File: src/rtl/button_bounce_gen.sv
// Synthetic push-button source: emits a pseudo-random bouncing press, a stable hold,
// a bouncing release and an idle gap on each start request, to exercise a debouncer.
module button_bounce_gen #(
  parameter int unsigned CLK_FREQ_HZ      = 10_000_000,
  parameter bit          IS_PULLUP        = 1'b0,
  parameter int unsigned BOUNCE_COUNT     = 4,
  parameter int unsigned BOUNCE_MASK_BITS = 10,
  parameter int unsigned HOLD_CYCLES      = 2_000_000,
  parameter int unsigned GAP_CYCLES       = 1_000_000,
  parameter logic [15:0] LFSR_SEED        = 16'hACE1
) (
  input  logic       clk,
  input  logic       rst,
  input  logic       start,
  output logic       push_button,
  output logic       busy,
  output logic       done,
  output logic [7:0] press_count
);

  localparam int unsigned TOGGLES      = 2 * BOUNCE_COUNT + 1;
  localparam int unsigned TW           = $clog2(TOGGLES + 1);
  localparam int unsigned MAX_INTERVAL = 1 << BOUNCE_MASK_BITS;
  localparam int unsigned MAX_PHASE    = (HOLD_CYCLES > GAP_CYCLES) ? HOLD_CYCLES : GAP_CYCLES;
  localparam int unsigned MAX_LOAD     = (MAX_PHASE > MAX_INTERVAL) ? MAX_PHASE : MAX_INTERVAL;
  localparam int unsigned CW           = $clog2(MAX_LOAD + 1);
  localparam logic        IDLE_LEVEL   = IS_PULLUP;
  localparam logic [15:0] SEED         = (LFSR_SEED == 16'h0000) ? 16'hACE1 : LFSR_SEED;

  // The clock frequency is informational; nothing in the timing scales with it.
  if (CLK_FREQ_HZ == 0) begin : g_freq_unspecified
  end

  typedef enum logic [2:0] {
    IDLE,
    PRESS_BOUNCE,
    HOLD,
    RELEASE_BOUNCE,
    GAP
  } state_t;

  state_t        state, state_nx;
  logic [15:0]   lfsr, lfsr_nx, lfsr_adv;
  logic [CW-1:0] cnt, cnt_nx, interval;
  logic [TW-1:0] tog, tog_nx;
  logic          line_nx, busy_nx, done_nx;
  logic [7:0]    count_nx;
  logic          feedback;

  assign feedback = lfsr[15] ^ lfsr[13] ^ lfsr[12] ^ lfsr[10];
  assign lfsr_adv = {lfsr[14:0], feedback};
  assign interval = CW'(lfsr[BOUNCE_MASK_BITS-1:0]) + CW'(1);

  always_ff @(posedge clk) begin
    if (rst) begin
      state       <= IDLE;
      lfsr        <= SEED;
      cnt         <= '0;
      tog         <= '0;
      push_button <= IDLE_LEVEL;
      busy        <= 1'b0;
      done        <= 1'b0;
      press_count <= 8'd0;
    end else begin
      state       <= state_nx;
      lfsr        <= lfsr_nx;
      cnt         <= cnt_nx;
      tog         <= tog_nx;
      push_button <= line_nx;
      busy        <= busy_nx;
      done        <= done_nx;
      press_count <= count_nx;
    end
  end

  // Each toggle except the last of a burst loads a fresh interval and steps the LFSR.
  always_comb begin
    state_nx = state;
    lfsr_nx  = lfsr;
    cnt_nx   = cnt;
    tog_nx   = tog;
    line_nx  = push_button;
    busy_nx  = busy;
    done_nx  = 1'b0;
    count_nx = press_count;

    case (state)
      IDLE: begin
        // A start seen while done is still showing belongs to the finished sequence.
        if (start && !done) begin
          state_nx = PRESS_BOUNCE;
          line_nx  = ~IDLE_LEVEL;
          busy_nx  = 1'b1;
          tog_nx   = TW'(1);
          cnt_nx   = interval;
          lfsr_nx  = lfsr_adv;
        end
      end

      PRESS_BOUNCE, RELEASE_BOUNCE: begin
        if (cnt == CW'(1)) begin
          line_nx = ~push_button;
          tog_nx  = tog + TW'(1);
          if (tog_nx == TW'(TOGGLES)) begin
            if (state == PRESS_BOUNCE) begin
              state_nx = HOLD;
              cnt_nx   = CW'(HOLD_CYCLES);
            end else begin
              state_nx = GAP;
              cnt_nx   = CW'(GAP_CYCLES);
            end
          end else begin
            cnt_nx  = interval;
            lfsr_nx = lfsr_adv;
          end
        end else begin
          cnt_nx = cnt - CW'(1);
        end
      end

      HOLD: begin
        if (cnt == CW'(1)) begin
          state_nx = RELEASE_BOUNCE;
          line_nx  = IDLE_LEVEL;
          tog_nx   = TW'(1);
          cnt_nx   = interval;
          lfsr_nx  = lfsr_adv;
        end else begin
          cnt_nx = cnt - CW'(1);
        end
      end

      GAP: begin
        if (cnt == CW'(1)) begin
          state_nx = IDLE;
          busy_nx  = 1'b0;
          done_nx  = 1'b1;
          count_nx = press_count + 8'd1;
          tog_nx   = '0;
          cnt_nx   = '0;
        end else begin
          cnt_nx = cnt - CW'(1);
        end
      end

      default: begin
        state_nx = IDLE;
        line_nx  = IDLE_LEVEL;
        busy_nx  = 1'b0;
      end
    endcase
  end

endmodule

File: config.mk
export PLATFORM = sky130hd
export DESIGN_NAME = button_bounce_gen
export DESIGN_NICKNAME = d
export VERILOG_FILES = /design/src/rtl/button_bounce_gen.sv
export SDC_FILE = /design/constraint.sdc
export NUM_CORES = 1
export LEC_CHECK = 0
export CORE_ASPECT_RATIO = 1.4
export CORE_UTILIZATION = 50
export CTS_BUF_LIST = sky130_fd_sc_hd__clkbuf_8 sky130_fd_sc_hd__clkbuf_16
export DETAILED_ROUTE_END_ITERATION = 16
export HOLD_SLACK_MARGIN = 0.12
export PLACE_DENSITY = 0.77
export SLEW_MARGIN = 20
export SYNTH_ARGS = -nofsm -noshare
export SYNTH_HDL_FRONTEND = slang
export SYNTH_SLANG_ARGS = --single-unit
File: constraint.sdc
create_clock -name clk -period 3.9 [get_ports clk]
set_input_delay 0.975 -clock clk [delete_from_list [all_inputs] [get_ports clk]]
set_output_delay 0.975 -clock clk [all_outputs]
set_load 0.05 [all_outputs]
==> results.sh <==
export IMPL_cap_violations=0
export IMPL_rows=34
export IMPL_end_kind="flip-flop"
export IMPL_final_util_pct=56.7
export IMPL_final_design_area_no_fill_sq_mm=0.00354
export IMPL_synthToLayoutAreaGrowth_pct=9.01
export IMPL_placed_area_sq_mm=0.00343
export IMPL_yosysTopAreaCell="dfxtp_1"
export IMPL_p_leak_uw=0.00131
export IMPL_drt_iter0_drc=209
export IMPL_ant_nets=0
export IMPL_synth_fp_nets=425
export IMPL_cp_cell_sequence="or4_1, or4_1, or3_1, o31a_4, nor2_8, mux2i_1"
export IMPL_syn_area_sq_mm=0.00325
export IMPL_synth_edf_count=0
export IMPL_gr_total_overflow=0
export IMPL_htreeDepth=2
export IMPL_cp_slowest_stage_delay_ns=0.65
export IMPL_antennaDiodeCount=0
export IMPL_cp_slowest_cell="or4_1"
export IMPL_ys_seq_elements=55
export IMPL_cts_path_max_buffers=2
export IMPL_relSlewSlack_pct=36.7
export IMPL_worstSetupPathType="reg -> reg"
export IMPL_ys_top_cells_by_area="dfxtp_1 (34%), o21ai_0 (5.5%), a21oi_1 (4.9%)"
export IMPL_routed_wl_um=8090
export IMPL_post_place_ws_ns=0.868
export IMPL_postCtsSetupBuffers=0
export IMPL_fin_nets=429
export IMPL_clkTransAtPathRegs_ns=0.11
export IMPL_io_pins=14
export IMPL_crit_fanout=18
export IMPL_antenna_found_initial=0
export IMPL_fmax_ghz=0.323
export IMPL_setup_viol_count_final=0
export IMPL_irDropWorstVdd_mv=0.247
export IMPL_path_delay_family="simple AND/OR/NAND/NOR gates"
export IMPL_crit_path_start_kind="flip-flop"
export IMPL_grt_pass1_vias=2958
export IMPL_core_region_area_sq_mm=0.00625
export IMPL_dpl_hpwl_um=5640
export IMPL_dieArea_sq_mm=0.00683
export IMPL_n_fill_cell=572
export IMPL_groute_usage_overall_pct=24.6
export IMPL_crit_buf_inv=0
export IMPL_vias_per_cell=6.45
export IMPL_crit_required_ns=4.15
export IMPL_synth_warnings=0
export IMPL_start_util_pct=52.0
export IMPL_power_density_mw_per_mm2=381
export IMPL_hold_ws_ns=0.479
export IMPL_status="finished, final reports clean"
export IMPL_hold_viol_final=0
export IMPL_regArea_sq_mm=0.00110
export IMPL_tritoncts="done"
export IMPL_grt_pass1_wl_um=13700
export IMPL_cts_hold_buf=0
export IMPL_clk_latency_ns=0.32
export IMPL_fin_setup_tns_ns=0
export IMPL_die_w_um=70.1
export IMPL_synth_common_cells="dfxtp_1 (55), nor2_1 (41), o21ai_0 (36), nand2_1 (34), a21oi_1 (32)"
export IMPL_fin_crit_ns=3.10
export IMPL_slew_violations=0
export IMPL_place_gp_congestion=0.966
export IMPL_timing_final_crit_share_pct=79.4
export IMPL_rsz0062_at_grt="no"
export IMPL_ys_flop_type="dfxtp_1"
export IMPL_arrival_ns=3.35
export IMPL_yosysUniqueCellTypes=58
export IMPL_cts_made_buffers=5
export IMPL_postSynthAreaPerCell_sq_um=7.81
export IMPL_root_buffer="clkbuf_8"
export IMPL_syn_inst=416
export IMPL_multi_input_comb_area_sq_mm=0.00202
export IMPL_wl_per_cell_um=16.4
export IMPL_fin_skew_ns=0.00638
export IMPL_hold_path_class="reg -> reg"
export IMPL_port_buffers=13
export IMPL_grt_max_degree=39
export IMPL_die_h_um=97.4
export IMPL_synth_top_cell_area_share_pct=33.9
export IMPL_synthArstFlopShare_pct=0
export IMPL_drive_gt1_share_pct=6.18
export IMPL_synth_most_common_cell="dfxtp_1"
export IMPL_ctsResizeCount=0
export IMPL_cts_sinks=55
export IMPL_ys_seq_area_share_pct=33.9
export IMPL_crit_path_frequent_cell="or4_1"
export IMPL_dr_pass1_iters=6
export IMPL_drc_errors=0
export IMPL_tightest_slew_ns=0.941
export IMPL_num_vias=3179
export IMPL_worst_slack_ns=0.803
## routing by layer
| metal | vias to the layer above | GRT usage, % | routed length (um) |
|---|---|---|---|
| met1 | 1501 | 29.8 | 3360 |
| met4 | 0 | 12.2 | 285 |
| met2 | 116 | 42.5 | 4090 |
| met5 | - | 0 | 0 |
| met3 | 27 | 2.90 | 356 |
| li1 | 1535 | - | - |
## where the power goes
group	leakage, uW	switching [uW]	internal [uW]
registers	0.000450	44.0	597
logic	0.000804	182	125
clock network	0.0000587	207	195
## path summary, 6_finish.rpt
path                                         endpoint  cells past startpoint                  start  slack, ns
worst max-delay path             lfsr[5]$_SDFFE_PP1P_                      6    cnt[2]$_SDFFE_PP0P_       0.80
worst min-delay path            lfsr[12]$_SDFFE_PP0P_                      2  lfsr[11]$_SDFFE_PP1P_       0.48
worst max register to register   lfsr[5]$_SDFFE_PP1P_                      6    cnt[2]$_SDFFE_PP0P_       0.80
worst min register to register  lfsr[12]$_SDFFE_PP0P_                      2  lfsr[11]$_SDFFE_PP1P_       0.48
## layout make-up
class	instances	area share, %
well taps	72	2.54
multi-input cells	329	57.1
repair buffers	19	4.94
inverters	10	1.06
clock inverters	3	1.34
clock buffers	5	1.94
flip-flops and latches	55	31.1
## per-stage QoR
step / cells / power (uW)
after floorplan: 416 / 884
after global placement: 485 / 949
after detailed placement: 485 / 954
after CTS: 493 / 1350
after global routing: 493 / 1410
final: 493 / 1350
## cell families after synthesis
group	after synthesis	synth area share, %
AO/OA/AOI/OAI	117	23.2
XOR/XNOR	22	5.93
adder cells (fa/ha/maj)	6	2.31
buffers and inverters	32	3.89
flip-flops	55	33.9
multiplexers	11	3.39
AND/OR/NAND/NOR	173	27.4
## sequential cells by signal (all words and copies together), names as in the netlist
name	cells
push_button	1
done	1
lfsr	16
state	3
press_count	8
busy	1
cnt	21
tog	4
## cell usage in the layout (no fill, tap or decap), drive strengths merged, types with 8 or more instances in the layout
cell type and instances:
a21oi 32, nand2 34, xor2 8, clkdlybuf4s50 13
mux2i 11, nand3 25, dfxtp 55, inv 11
nor2 42, xnor2 14, nand4 9, o21ai 38
nor3 14
## tightest hold or removal path, stage by stage (launching register included)
cell and delay (ns):
dfxtp_1 0.33, nand3_1 0.06, a21oi_1 0.05
No activity file was read; power rests on OpenSTA's default activity.
